$ cat config.mk
export PLATFORM = sky130hd
export DESIGN_NAME = stack_engine_flat
export DESIGN_NICKNAME = d
export VERILOG_FILES = /design/src/rtl/stack_pkg.sv /design/src/rtl/stack_engine_if.sv /design/src/rtl/stack_word_mux.sv /design/src/rtl/stack_engine.sv /design/src/flat_wrapper.sv
export SDC_FILE = /design/constraint.sdc
export NUM_CORES = 1
export LEC_CHECK = 0
export ABC_AREA = 1
export ABC_CLOCK_PERIOD_IN_PS = 5550
export CORE_MARGIN = 2
export CORE_UTILIZATION = 55
export CTS_CLUSTER_DIAMETER = 80
export CTS_CLUSTER_SIZE = 30
export DETAILED_ROUTE_END_ITERATION = 12
export DONT_BUFFER_PORTS = 1
export GPL_ROUTABILITY_DRIVEN = 0
export GPL_TIMING_DRIVEN = 0
export PLACE_DENSITY = 0.76
export SKIP_CTS_REPAIR_TIMING = 1
export SLEW_MARGIN = 20
export SYNTH_ARGS = -nofsm -noshare
export SYNTH_HDL_FRONTEND = slang
export SYNTH_HIERARCHICAL = 1
export SYNTH_SLANG_ARGS = --single-unit
export TNS_END_PERCENT = 50
$ cat constraint.sdc
create_clock -name clk -period 5.55 [get_ports clk]
set_clock_uncertainty 0.1 [all_clocks]
set_input_delay 1.11 -clock clk [delete_from_list [all_inputs] [get_ports clk]]
set_output_delay 1.11 -clock clk [all_outputs]
set_load 0.1 [all_outputs]
$ cat src/rtl/stack_pkg.sv
// Shared types and helpers for the stack sequencer: op codes, FSM states,
// words-per-PC derivation and per-op beat counts.
package stack_pkg;

  typedef enum logic [2:0] {
    OP_PUSH = 3'd0,
    OP_POP  = 3'd1,
    OP_CALL = 3'd2,
    OP_RET  = 3'd3,
    OP_INT  = 3'd4,
    OP_RTI  = 3'd5,
    OP_NOP6 = 3'd6,
    OP_NOP7 = 3'd7
  } stack_op_e;

  typedef enum logic [1:0] {
    ST_IDLE    = 2'd0,
    ST_ISSUE   = 2'd1,
    ST_WAIT_RD = 2'd2,
    ST_DONE    = 2'd3
  } stack_state_e;

  function automatic int calc_nw(input int pc_w, input int data_w);
    return (pc_w + data_w - 1) / data_w;
  endfunction

  function automatic int words_for_op(input stack_op_e op, input int nw);
    int n;
    case (op)
      OP_PUSH, OP_POP: n = 1;
      OP_CALL, OP_RET: n = nw;
      OP_INT, OP_RTI:  n = nw + 1;
      default:         n = 0;
    endcase
    return n;
  endfunction

  function automatic logic op_is_valid(input stack_op_e op);
    return (op <= OP_RTI) ? 1'b1 : 1'b0;
  endfunction

  function automatic logic op_is_push(input stack_op_e op);
    logic r;
    case (op)
      OP_PUSH, OP_CALL, OP_INT: r = 1'b1;
      default:                  r = 1'b0;
    endcase
    return r;
  endfunction

  function automatic logic op_is_pop(input stack_op_e op);
    logic r;
    case (op)
      OP_POP, OP_RET, OP_RTI: r = 1'b1;
      default:                r = 1'b0;
    endcase
    return r;
  endfunction

endpackage

$ cat src/rtl/stack_engine_if.sv
// Data-memory beat port shared by the stack engine (master) and the memory (slave).
interface stack_engine_if #(
  parameter int ADDR_W = 12,
  parameter int DATA_W = 16
);
  logic              mem_req;
  logic              mem_we;
  logic [ADDR_W-1:0] mem_addr;
  logic [DATA_W-1:0] mem_wdata;
  logic              mem_gnt;
  logic              mem_rvalid;
  logic [DATA_W-1:0] mem_rdata;

  modport master (
    output mem_req, mem_we, mem_addr, mem_wdata,
    input  mem_gnt, mem_rvalid, mem_rdata
  );

  modport slave (
    input  mem_req, mem_we, mem_addr, mem_wdata,
    output mem_gnt, mem_rvalid, mem_rdata
  );
endinterface

$ cat src/rtl/stack_word_mux.sv
// Beat-level word steering: picks the word written on each push beat and
// scatters each popped word back into the PC / flag accumulators.
module stack_word_mux
  import stack_pkg::*;
#(
  parameter int DATA_W = 16,
  parameter int PC_W   = 32,
  parameter int FLAG_W = 3,
  parameter int NW     = 2,
  parameter int BEAT_W = 2
) (
  input  stack_op_e              wr_op,
  input  logic [BEAT_W-1:0]      wr_idx,
  input  logic [PC_W-1:0]        wr_pc,
  input  logic [FLAG_W-1:0]      wr_flags,
  input  logic [DATA_W-1:0]      wr_data,
  output logic [DATA_W-1:0]      wr_word,
  input  stack_op_e              rd_op,
  input  logic [BEAT_W-1:0]      rd_idx,
  input  logic [DATA_W-1:0]      rd_data,
  input  logic [NW*DATA_W-1:0]   pc_acc_q,
  input  logic [FLAG_W-1:0]      flags_acc_q,
  output logic [NW*DATA_W-1:0]   pc_acc_d,
  output logic [FLAG_W-1:0]      flags_acc_d
);

  logic [NW*DATA_W-1:0] pc_ext_s;
  logic [DATA_W-1:0]    pc_word_s;
  logic [DATA_W-1:0]    flag_word_s;
  int                   pc_tgt_s;

  // Zero-pad the PC to whole words and slice out the word for this beat
  always_comb begin
    pc_ext_s = '0;
    pc_ext_s[PC_W-1:0] = wr_pc;
    pc_word_s = '0;
    for (int k = 0; k < NW; k++) begin
      if (int'(wr_idx) == k) begin
        pc_word_s = pc_ext_s[k*DATA_W +: DATA_W];
      end else begin
        pc_word_s = pc_word_s;
      end
    end
    flag_word_s = '0;
    flag_word_s[FLAG_W-1:0] = wr_flags;
  end

  // Push order: PC words LSW first, then (INT only) the flag word
  always_comb begin
    wr_word = '0;
    case (wr_op)
      OP_PUSH: wr_word = wr_data;
      OP_CALL: wr_word = pc_word_s;
      OP_INT: begin
        if (int'(wr_idx) < NW) begin
          wr_word = pc_word_s;
        end else begin
          wr_word = flag_word_s;
        end
      end
      default: wr_word = '0;
    endcase
  end

  // Pop order mirrors the push: RTI takes flags first, then PC MSW down to LSW
  always_comb begin
    pc_acc_d    = pc_acc_q;
    flags_acc_d = flags_acc_q;
    pc_tgt_s    = -1;
    case (rd_op)
      OP_RET: pc_tgt_s = NW - 1 - int'(rd_idx);
      OP_RTI: begin
        if (rd_idx == '0) begin
          flags_acc_d = rd_data[FLAG_W-1:0];
        end else begin
          pc_tgt_s = NW - int'(rd_idx);
        end
      end
      default: pc_tgt_s = -1;
    endcase
    for (int k = 0; k < NW; k++) begin
      if (k == pc_tgt_s) begin
        pc_acc_d[k*DATA_W +: DATA_W] = rd_data;
      end else begin
        pc_acc_d[k*DATA_W +: DATA_W] = pc_acc_d[k*DATA_W +: DATA_W];
      end
    end
  end

endmodule

$ cat src/rtl/stack_engine.sv
// Multi-cycle stack sequencer: PUSH/POP/CALL/RET/INT/RTI over a shared memory
// beat port. Define STACK_BOUND_CHECK_EN to reject ops that over/underflow.
module stack_engine
  import stack_pkg::*;
#(
  parameter int          DATA_W      = 16,
  parameter int          PC_W        = 32,
  parameter int          FLAG_W      = 3,
  parameter int          ADDR_W      = 12,
  parameter int unsigned SP_RESET    = (2**ADDR_W) - 1,
  parameter int          STACK_LIMIT = 0
) (
  input  logic               clk,
  input  logic               rst,
  input  logic               op_valid,
  output logic               op_ready,
  input  logic [2:0]         op_code,
  input  logic [DATA_W-1:0]  op_data,
  input  logic [PC_W-1:0]    op_pc,
  input  logic [FLAG_W-1:0]  op_flags,
  input  logic               flush,
  stack_engine_if.master     mem,
  output logic               done,
  output logic [DATA_W-1:0]  pop_data,
  output logic [PC_W-1:0]    pc_out,
  output logic [FLAG_W-1:0]  flags_out,
  output logic               err,
  output logic [ADDR_W-1:0]  sp
);

  localparam int NW     = calc_nw(PC_W, DATA_W);
  localparam int BEAT_W = $clog2(NW + 2);

  if (FLAG_W > DATA_W || STACK_LIMIT < 0 || STACK_LIMIT > int'(SP_RESET)) begin : g_bad_params
    $error("stack_engine: inconsistent FLAG_W / STACK_LIMIT / SP_RESET");
  end

  stack_state_e         state_q, state_d;
  stack_op_e            op_q, op_d, op_code_s;
  logic [PC_W-1:0]      pc_q, pc_d;
  logic [FLAG_W-1:0]    flags_q, flags_d;
  logic [DATA_W-1:0]    data_q, data_d;
  logic [BEAT_W-1:0]    beats_q, beats_d, beat_q, beat_d;
  logic [ADDR_W-1:0]    sp_work_q, sp_work_d, sp_q, sp_d;
  logic                 flush_pend_q, flush_pend_d;
  logic [NW*DATA_W-1:0] pc_acc_q, pc_acc_d, mux_pc_acc_s;
  logic [FLAG_W-1:0]    flags_acc_q, flags_acc_d, mux_flags_acc_s;
  logic                 mem_req_q, mem_req_d, mem_we_q, mem_we_d;
  logic [ADDR_W-1:0]    mem_addr_q, mem_addr_d;
  logic [DATA_W-1:0]    mem_wdata_q, mem_wdata_d, wr_word_s;
  logic                 done_q, done_d, err_q, err_d, op_ready_q, op_ready_d;
  logic [DATA_W-1:0]    pop_data_q, pop_data_d;
  logic [PC_W-1:0]      pc_out_q, pc_out_d;
  logic [FLAG_W-1:0]    flags_out_q, flags_out_d;
  logic                 bound_fail_s;
  int                   n_words_s;

  assign op_code_s = stack_op_e'(op_code);
  assign n_words_s = words_for_op(op_code_s, NW);

`ifdef STACK_BOUND_CHECK_EN
  // Whole-op range check against the committed SP, done once at acceptance
  always_comb begin
    bound_fail_s = 1'b0;
    if (op_is_push(op_code_s)) begin
      bound_fail_s = ((int'(sp_q) - n_words_s + 1) < STACK_LIMIT);
    end else if (op_is_pop(op_code_s)) begin
      bound_fail_s = ((int'(sp_q) + n_words_s) > int'(SP_RESET));
    end else begin
      bound_fail_s = 1'b0;
    end
  end
`else
  assign bound_fail_s = 1'b0;
`endif

  stack_word_mux #(
    .DATA_W (DATA_W),
    .PC_W   (PC_W),
    .FLAG_W (FLAG_W),
    .NW     (NW),
    .BEAT_W (BEAT_W)
  ) u_word_mux (
    .wr_op       (op_d),
    .wr_idx      (beat_d),
    .wr_pc       (pc_d),
    .wr_flags    (flags_d),
    .wr_data     (data_d),
    .wr_word     (wr_word_s),
    .rd_op       (op_q),
    .rd_idx      (beat_q),
    .rd_data     (mem.mem_rdata),
    .pc_acc_q    (pc_acc_q),
    .flags_acc_q (flags_acc_q),
    .pc_acc_d    (mux_pc_acc_s),
    .flags_acc_d (mux_flags_acc_s)
  );

  // Sequencer: acceptance, beat progress, flush abort and completion commit
  always_comb begin
    state_d      = state_q;
    op_d         = op_q;
    pc_d         = pc_q;
    flags_d      = flags_q;
    data_d       = data_q;
    beats_d      = beats_q;
    beat_d       = beat_q;
    sp_work_d    = sp_work_q;
    sp_d         = sp_q;
    flush_pend_d = flush_pend_q;
    pc_acc_d     = pc_acc_q;
    flags_acc_d  = flags_acc_q;
    done_d       = 1'b0;
    err_d        = 1'b0;
    pop_data_d   = pop_data_q;
    pc_out_d     = pc_out_q;
    flags_out_d  = flags_out_q;
    case (state_q)
      ST_IDLE: begin
        flush_pend_d = 1'b0;
        if (op_valid && !flush && op_is_valid(op_code_s)) begin
          if (bound_fail_s) begin
            err_d = 1'b1;
          end else begin
            op_d      = op_code_s;
            pc_d      = op_pc;
            flags_d   = op_flags;
            data_d    = op_data;
            beats_d   = BEAT_W'(n_words_s);
            beat_d    = '0;
            sp_work_d = sp_q;
            state_d   = ST_ISSUE;
          end
        end else begin
          state_d = ST_IDLE;
        end
      end
      ST_ISSUE: begin
        flush_pend_d = flush_pend_q | flush;
        if (mem.mem_gnt) begin
          if (mem_we_q) begin
            sp_work_d = sp_work_q - ADDR_W'(1);
            beat_d    = beat_q + BEAT_W'(1);
            if (flush_pend_q || flush) begin
              state_d = ST_IDLE;
            end else if (beat_d == beats_q) begin
              state_d = ST_DONE;
              done_d  = 1'b1;
              sp_d    = sp_work_d;
            end else begin
              state_d = ST_ISSUE;
            end
          end else begin
            // Pop beats pre-increment; the read address is the new SP_work
            sp_work_d = sp_work_q + ADDR_W'(1);
            state_d   = ST_WAIT_RD;
          end
        end else begin
          state_d = ST_ISSUE;
        end
      end
      ST_WAIT_RD: begin
        flush_pend_d = flush_pend_q | flush;
        if (mem.mem_rvalid) begin
          pc_acc_d    = mux_pc_acc_s;
          flags_acc_d = mux_flags_acc_s;
          beat_d      = beat_q + BEAT_W'(1);
          if (flush_pend_q || flush) begin
            state_d = ST_IDLE;
          end else if (beat_d == beats_q) begin
            state_d = ST_DONE;
            done_d  = 1'b1;
            sp_d    = sp_work_q;
            if (op_q == OP_POP) begin
              pop_data_d = mem.mem_rdata;
            end else begin
              pc_out_d = pc_acc_d[PC_W-1:0];
            end
            if (op_q == OP_RTI) begin
              flags_out_d = flags_acc_d;
            end else begin
              flags_out_d = flags_out_q;
            end
          end else begin
            state_d = ST_ISSUE;
          end
        end else begin
          state_d = ST_WAIT_RD;
        end
      end
      ST_DONE: state_d = ST_IDLE;
      default: state_d = ST_IDLE;
    endcase
    op_ready_d = (state_d == ST_IDLE);
  end

  // Next-beat bus drive, registered so addr/we/wdata stay put until granted
  always_comb begin
    mem_req_d   = 1'b0;
    mem_we_d    = 1'b0;
    mem_addr_d  = '0;
    mem_wdata_d = '0;
    if (state_d == ST_ISSUE) begin
      mem_req_d = 1'b1;
      mem_we_d  = op_is_push(op_d);
      if (mem_we_d) begin
        mem_addr_d  = sp_work_d;
        mem_wdata_d = wr_word_s;
      end else begin
        mem_addr_d  = sp_work_d + ADDR_W'(1);
        mem_wdata_d = '0;
      end
    end else begin
      mem_req_d = 1'b0;
    end
  end

  // State and output registers
  always_ff @(posedge clk or negedge rst) begin
    if (!rst) begin
      state_q      <= ST_IDLE;
      op_q         <= OP_PUSH;
      pc_q         <= '0;
      flags_q      <= '0;
      data_q       <= '0;
      beats_q      <= '0;
      beat_q       <= '0;
      sp_work_q    <= ADDR_W'(SP_RESET);
      sp_q         <= ADDR_W'(SP_RESET);
      flush_pend_q <= 1'b0;
      pc_acc_q     <= '0;
      flags_acc_q  <= '0;
      mem_req_q    <= 1'b0;
      mem_we_q     <= 1'b0;
      mem_addr_q   <= '0;
      mem_wdata_q  <= '0;
      done_q       <= 1'b0;
      err_q        <= 1'b0;
      op_ready_q   <= 1'b1;
      pop_data_q   <= '0;
      pc_out_q     <= '0;
      flags_out_q  <= '0;
    end else begin
      state_q      <= state_d;
      op_q         <= op_d;
      pc_q         <= pc_d;
      flags_q      <= flags_d;
      data_q       <= data_d;
      beats_q      <= beats_d;
      beat_q       <= beat_d;
      sp_work_q    <= sp_work_d;
      sp_q         <= sp_d;
      flush_pend_q <= flush_pend_d;
      pc_acc_q     <= pc_acc_d;
      flags_acc_q  <= flags_acc_d;
      mem_req_q    <= mem_req_d;
      mem_we_q     <= mem_we_d;
      mem_addr_q   <= mem_addr_d;
      mem_wdata_q  <= mem_wdata_d;
      done_q       <= done_d;
      err_q        <= err_d;
      op_ready_q   <= op_ready_d;
      pop_data_q   <= pop_data_d;
      pc_out_q     <= pc_out_d;
      flags_out_q  <= flags_out_d;
    end
  end

  assign op_ready      = op_ready_q;
  assign mem.mem_req   = mem_req_q;
  assign mem.mem_we    = mem_we_q;
  assign mem.mem_addr  = mem_addr_q;
  assign mem.mem_wdata = mem_wdata_q;
  assign done          = done_q;
  assign err           = err_q;
  assign pop_data      = pop_data_q;
  assign pc_out        = pc_out_q;
  assign flags_out     = flags_out_q;
  assign sp            = sp_q;

endmodule

$ cat src/flat_wrapper.sv
// flat-port wrapper written by rule: the top's interface ports become plain ports
module stack_engine_flat import stack_pkg::*;
#(
  parameter int          DATA_W      = 16,
  parameter int          PC_W        = 32,
  parameter int          FLAG_W      = 3,
  parameter int          ADDR_W      = 12,
  parameter int unsigned SP_RESET    = (2**ADDR_W) - 1,
  parameter int          STACK_LIMIT = 0
)
  (clk, rst, op_valid, op_ready, op_code, op_data, op_pc, op_flags, flush, done, pop_data, pc_out, flags_out, err, sp, mem_mem_req, mem_mem_we, mem_mem_addr, mem_mem_wdata, mem_mem_gnt, mem_mem_rvalid, mem_mem_rdata);
  stack_engine_if #(.ADDR_W(ADDR_W), .DATA_W(DATA_W)) mem_i ();
  input  logic clk;
  input  logic rst;
  input  logic op_valid;
  output logic op_ready;
  input  logic [2:0] op_code;
  input  logic [DATA_W-1:0] op_data;
  input  logic [PC_W-1:0] op_pc;
  input  logic [FLAG_W-1:0] op_flags;
  input  logic flush;
  output logic done;
  output logic [DATA_W-1:0] pop_data;
  output logic [PC_W-1:0] pc_out;
  output logic [FLAG_W-1:0] flags_out;
  output logic err;
  output logic [ADDR_W-1:0] sp;
  output wire logic [$bits(mem_i.mem_req)-1:0] mem_mem_req;
  output wire logic [$bits(mem_i.mem_we)-1:0] mem_mem_we;
  output wire logic [$bits(mem_i.mem_addr)-1:0] mem_mem_addr;
  output wire logic [$bits(mem_i.mem_wdata)-1:0] mem_mem_wdata;
  input wire logic [$bits(mem_i.mem_gnt)-1:0] mem_mem_gnt;
  input wire logic [$bits(mem_i.mem_rvalid)-1:0] mem_mem_rvalid;
  input wire logic [$bits(mem_i.mem_rdata)-1:0] mem_mem_rdata;
  assign mem_mem_req = mem_i.mem_req;
  assign mem_mem_we = mem_i.mem_we;
  assign mem_mem_addr = mem_i.mem_addr;
  assign mem_mem_wdata = mem_i.mem_wdata;
  assign mem_i.mem_gnt = mem_mem_gnt;
  assign mem_i.mem_rvalid = mem_mem_rvalid;
  assign mem_i.mem_rdata = mem_mem_rdata;
  stack_engine #(.DATA_W(DATA_W), .PC_W(PC_W), .FLAG_W(FLAG_W), .ADDR_W(ADDR_W), .SP_RESET(SP_RESET), .STACK_LIMIT(STACK_LIMIT)) u_core (.clk(clk), .rst(rst), .op_valid(op_valid), .op_ready(op_ready), .op_code(op_code), .op_data(op_data), .op_pc(op_pc), .op_flags(op_flags), .flush(flush), .mem(mem_i), .done(done), .pop_data(pop_data), .pc_out(pc_out), .flags_out(flags_out), .err(err), .sp(sp));
endmodule
==> results.ini <==
[status]
status = complete, but fails checks
violations = design-rule violations

[setup_path]
cp.required_ns = 5.81
cp.arrival_ns = 4.22
critPathMaxStageDelay_ns = 1.10
worstSetupStartpointType = flip-flop
worstSetupPathType = reg2reg
ff2ff_path_depth = 11
cp_slowest_cell = dfrtp_1
reg2reg_to = u_core/mem.mem_wdata[6]
ff2ff_setup_slack_ns = 1.59
crit_chain = inv_1, o21ai_0, a21oi_1, a31oi_1, nand2_1, buf_2, nor2_1, nor2_1, a22o_1, nand2_1, nor2_1
crit_fanout = 10
r2r_start = u_core/mem.mem_we
crit_path_frequent_cell = nor2_1
crit_path_end_kind = flip-flop

[clocking]
clk_pin_slew_ns = 0.11
root_buffer = clkbuf_16
cts_htree_levels = 1
worst_skew_pair.late_latency_ns = 0.48
numClockSinks = 203
clockBufferDepth = 3
cts_buffers = 13
cts_tree = built

[global_route]
globalRouteOverflowTotal = 0
grt_pass1_vias = 7923
grt_max_degree = 204
track_usage_pct = 26.0
grt_pass1_wl_um = 41200
antenna_found_initial = 0

[sta]
timing.hold.ws_ns = 0.234
rsz0062_at_grt = false
fmax_mhz = 253
period_minus_slack_ns = 3.96
worst_slew_pin_slew_ns = 1.13
fin_crit_sh_pct = 71.3
finalHoldViolCount = 0
setup_tns_ns = 0
setup_violations = 0
drv_slew = 0
slew_headroom_pct = 24.8
worst_slack_ns = 1.59

[power_and_ir_drop]
p_per_area_nw_per_um2 = 623
leakagePower_nw = 5.35
irDropWorstVdd_mv = 0.342

[final_layout]
syn_to_final_growth_pct = 7.25
stdcell_area_um2 = 10900
nets = 1366
drive_gt1_share_pct = 11.3
instances_no_fill = 1516
antenna_cells = 0

[synthesis]
yosysWarnings = 6
ys_ff_latch = 203
synthFlopType = dfrtp_1
syn_area_um2 = 10200
synthCells = 1266
synth_edf_count = 0
syn-num-nets = 1351
synth_cell_types = 48
avgSynthCellArea_um2 = 8.04
ys_async_sr_fraction_pct = 100
seq_area_frac_synth_pct = 50.2

[routing]
dr.first_iter.drc_count = 614
post_drt_wl_per_cell_um = 16.9
dr_total_vias = 8322
drc_errors = 15
ant_nets = 0
viasPerCell = 5.49
wl_um = 25600
dr.pass1.iters = 11

[place]
portBuffers = 0
dp_cells = 1495
place_ws_ns = 1.64
placed_cell_area_um2 = 10500
hpwl_um = 18500

[floorplan]
die_area_um2 = 19600
chipHeight_um = 140
fp.coreArea_um2 = 18100
dieWidth_um = 140
start_util_pct = 56.3
io_pins = 172
row_count = 49

[min_path]
min_path_type = in2async

[flow_run]
drv_cap = 0

## Yosys cell counts, types with 2 or more instances
master      n  share of area [%]
nor2_4      8               0.88
xor2_1      7               0.60
ha_1        9                1.1
nand2_4     4               0.44
a21oi_2     2               0.17
nand3_2     6               0.59
buf_2       8               0.39
nand2_2    11               0.68
buf_6       4               0.44
inv_2      12               0.44
nand4_1    13               0.80
buf_1       7               0.26
nor3b_1     2               0.15
o211ai_1    3               0.22
nor2_1     93                3.4
nand3_1    70                3.4
a21oi_4     3               0.48
a22o_1     12                1.0
o21ai_1    18               0.88
o21ai_0   109                5.4
nor3_1      5               0.25
clkbuf_1   26               0.96
a22oi_1     2               0.15
mux2_4     10                1.5
a31oi_1     2               0.12
buf_4       8               0.59
nand2_1   455                 17
nor2_2     12               0.74
dfstp_2    25                6.5
dfrtp_1   178                 44
inv_1     102                3.8
mux2_2      6               0.66
a21oi_1    19               0.93
## critical path: cells and delay by family, from the launching register on
family          cells  cell delay (ns)
compound gates      4             1.39
flops               1             1.10
simple gates        5             0.63
buf+inv             2             0.62
## flip-flops by register name (all words and copies together) (netlist names), 3 cells and up
name / flops
u_core/flags_out: 3
u_core/op_q: 3
u_core/mem.mem_addr: 12
u_core/pc_out: 32
u_core/data_q: 16
u_core/pop_data: 16
u_core/flags_acc_q: 3
u_core/pc_q: 32
u_core/flags_q: 3
u_core/mem.mem_wdata: 16
u_core/sp_work_q: 12
u_core/pc_acc_q: 32
u_core/sp: 12
## kinds of logic after synthesis
family                   Yosys count  share of synthesized area, %
AO/OA/AOI/OAI                    177                          9.92
XOR/XNOR                           7                         0.602
adder cells (fa/ha/maj)            9                          1.11
buffers and inverters            169                          7.03
flip-flops                       203                          50.2
multiplexers                      16                          2.14
other                              1                        0.0368
AND/OR/NAND/NOR                  684                          29.0
## cell type report
| class | count | area [um2] |
|---|---|---|
| plain buffers | 54 | 284 |
| clock buffers | 14 | 329 |
| clock inverters | 7 | 123 |
| fillers | 1598 | 7170 |
| inverters | 115 | 432 |
| multi-input cells | 894 | 4350 |
| flip-flops and latches | 203 | 5110 |
| well taps | 229 | 287 |
## through the flow
| stage | power, mW | utilization [%] |
|---|---|---|
| after floorplan | 5.09 | - |
| after global placement | 5.67 | 57.9 |
| after detailed placement | 5.74 | 57.9 |
| after CTS | 6.80 | 60.4 |
| after global routing | 7.26 | 60.4 |
| final | 6.80 | 60.4 |
## worst max-delay path by stage
stage | from | endpoint | slack, ns | cells after the start
after floorplan | mem_mem_gnt | u_core/mem.mem_wdata[12] | 2.46 | 12
after global placement | u_core/mem.mem_we | u_core/mem.mem_wdata[6] | 1.72 | 11
after detailed placement | u_core/mem.mem_we | u_core/mem.mem_wdata[12] | 1.64 | 11
after CTS | u_core/mem.mem_we | u_core/mem.mem_wdata[12] | 1.62 | 11
after global routing | u_core/mem.mem_we | u_core/mem.mem_wdata[6] | 1.36 | 11
final | u_core/mem.mem_we | u_core/mem.mem_wdata[6] | 1.59 | 11
## cells in the final DEF (no fill, tap or decap), types with 11 or more instances in the layout
master     instances
dfstp_2           25
clkbuf_1          27
inv_2             12
nand2_2           11
o21ai_0          109
a21oi_1           19
clkbuf_16         13
a22o_1            12
nor2_1            93
inv_1            102
o21ai_1           18
dfrtp_1          178
nand3_1           70
nor2_2            12
nand4_1           13
nand2_1          455
## routing by layer
layer	vias up	global-route usage (%)	wire, um
li1	4041	-	-
met1	3884	35.1	10400
met2	351	41.8	11800
met3	46	7.15	2600
met4	0	7.39	755
met5	-	0	0
## power breakdown
part / internal, mW / leakage, nW / switching, mW
logic: 0.855 / 2.50 / 1.80
registers: 1.98 / 2.63 / 1.12
clock network: 0.474 / 0.214 / 0.559
total: 3.31 / 5.35 / 3.48
No activity file was read; power rests on OpenSTA's default activity.
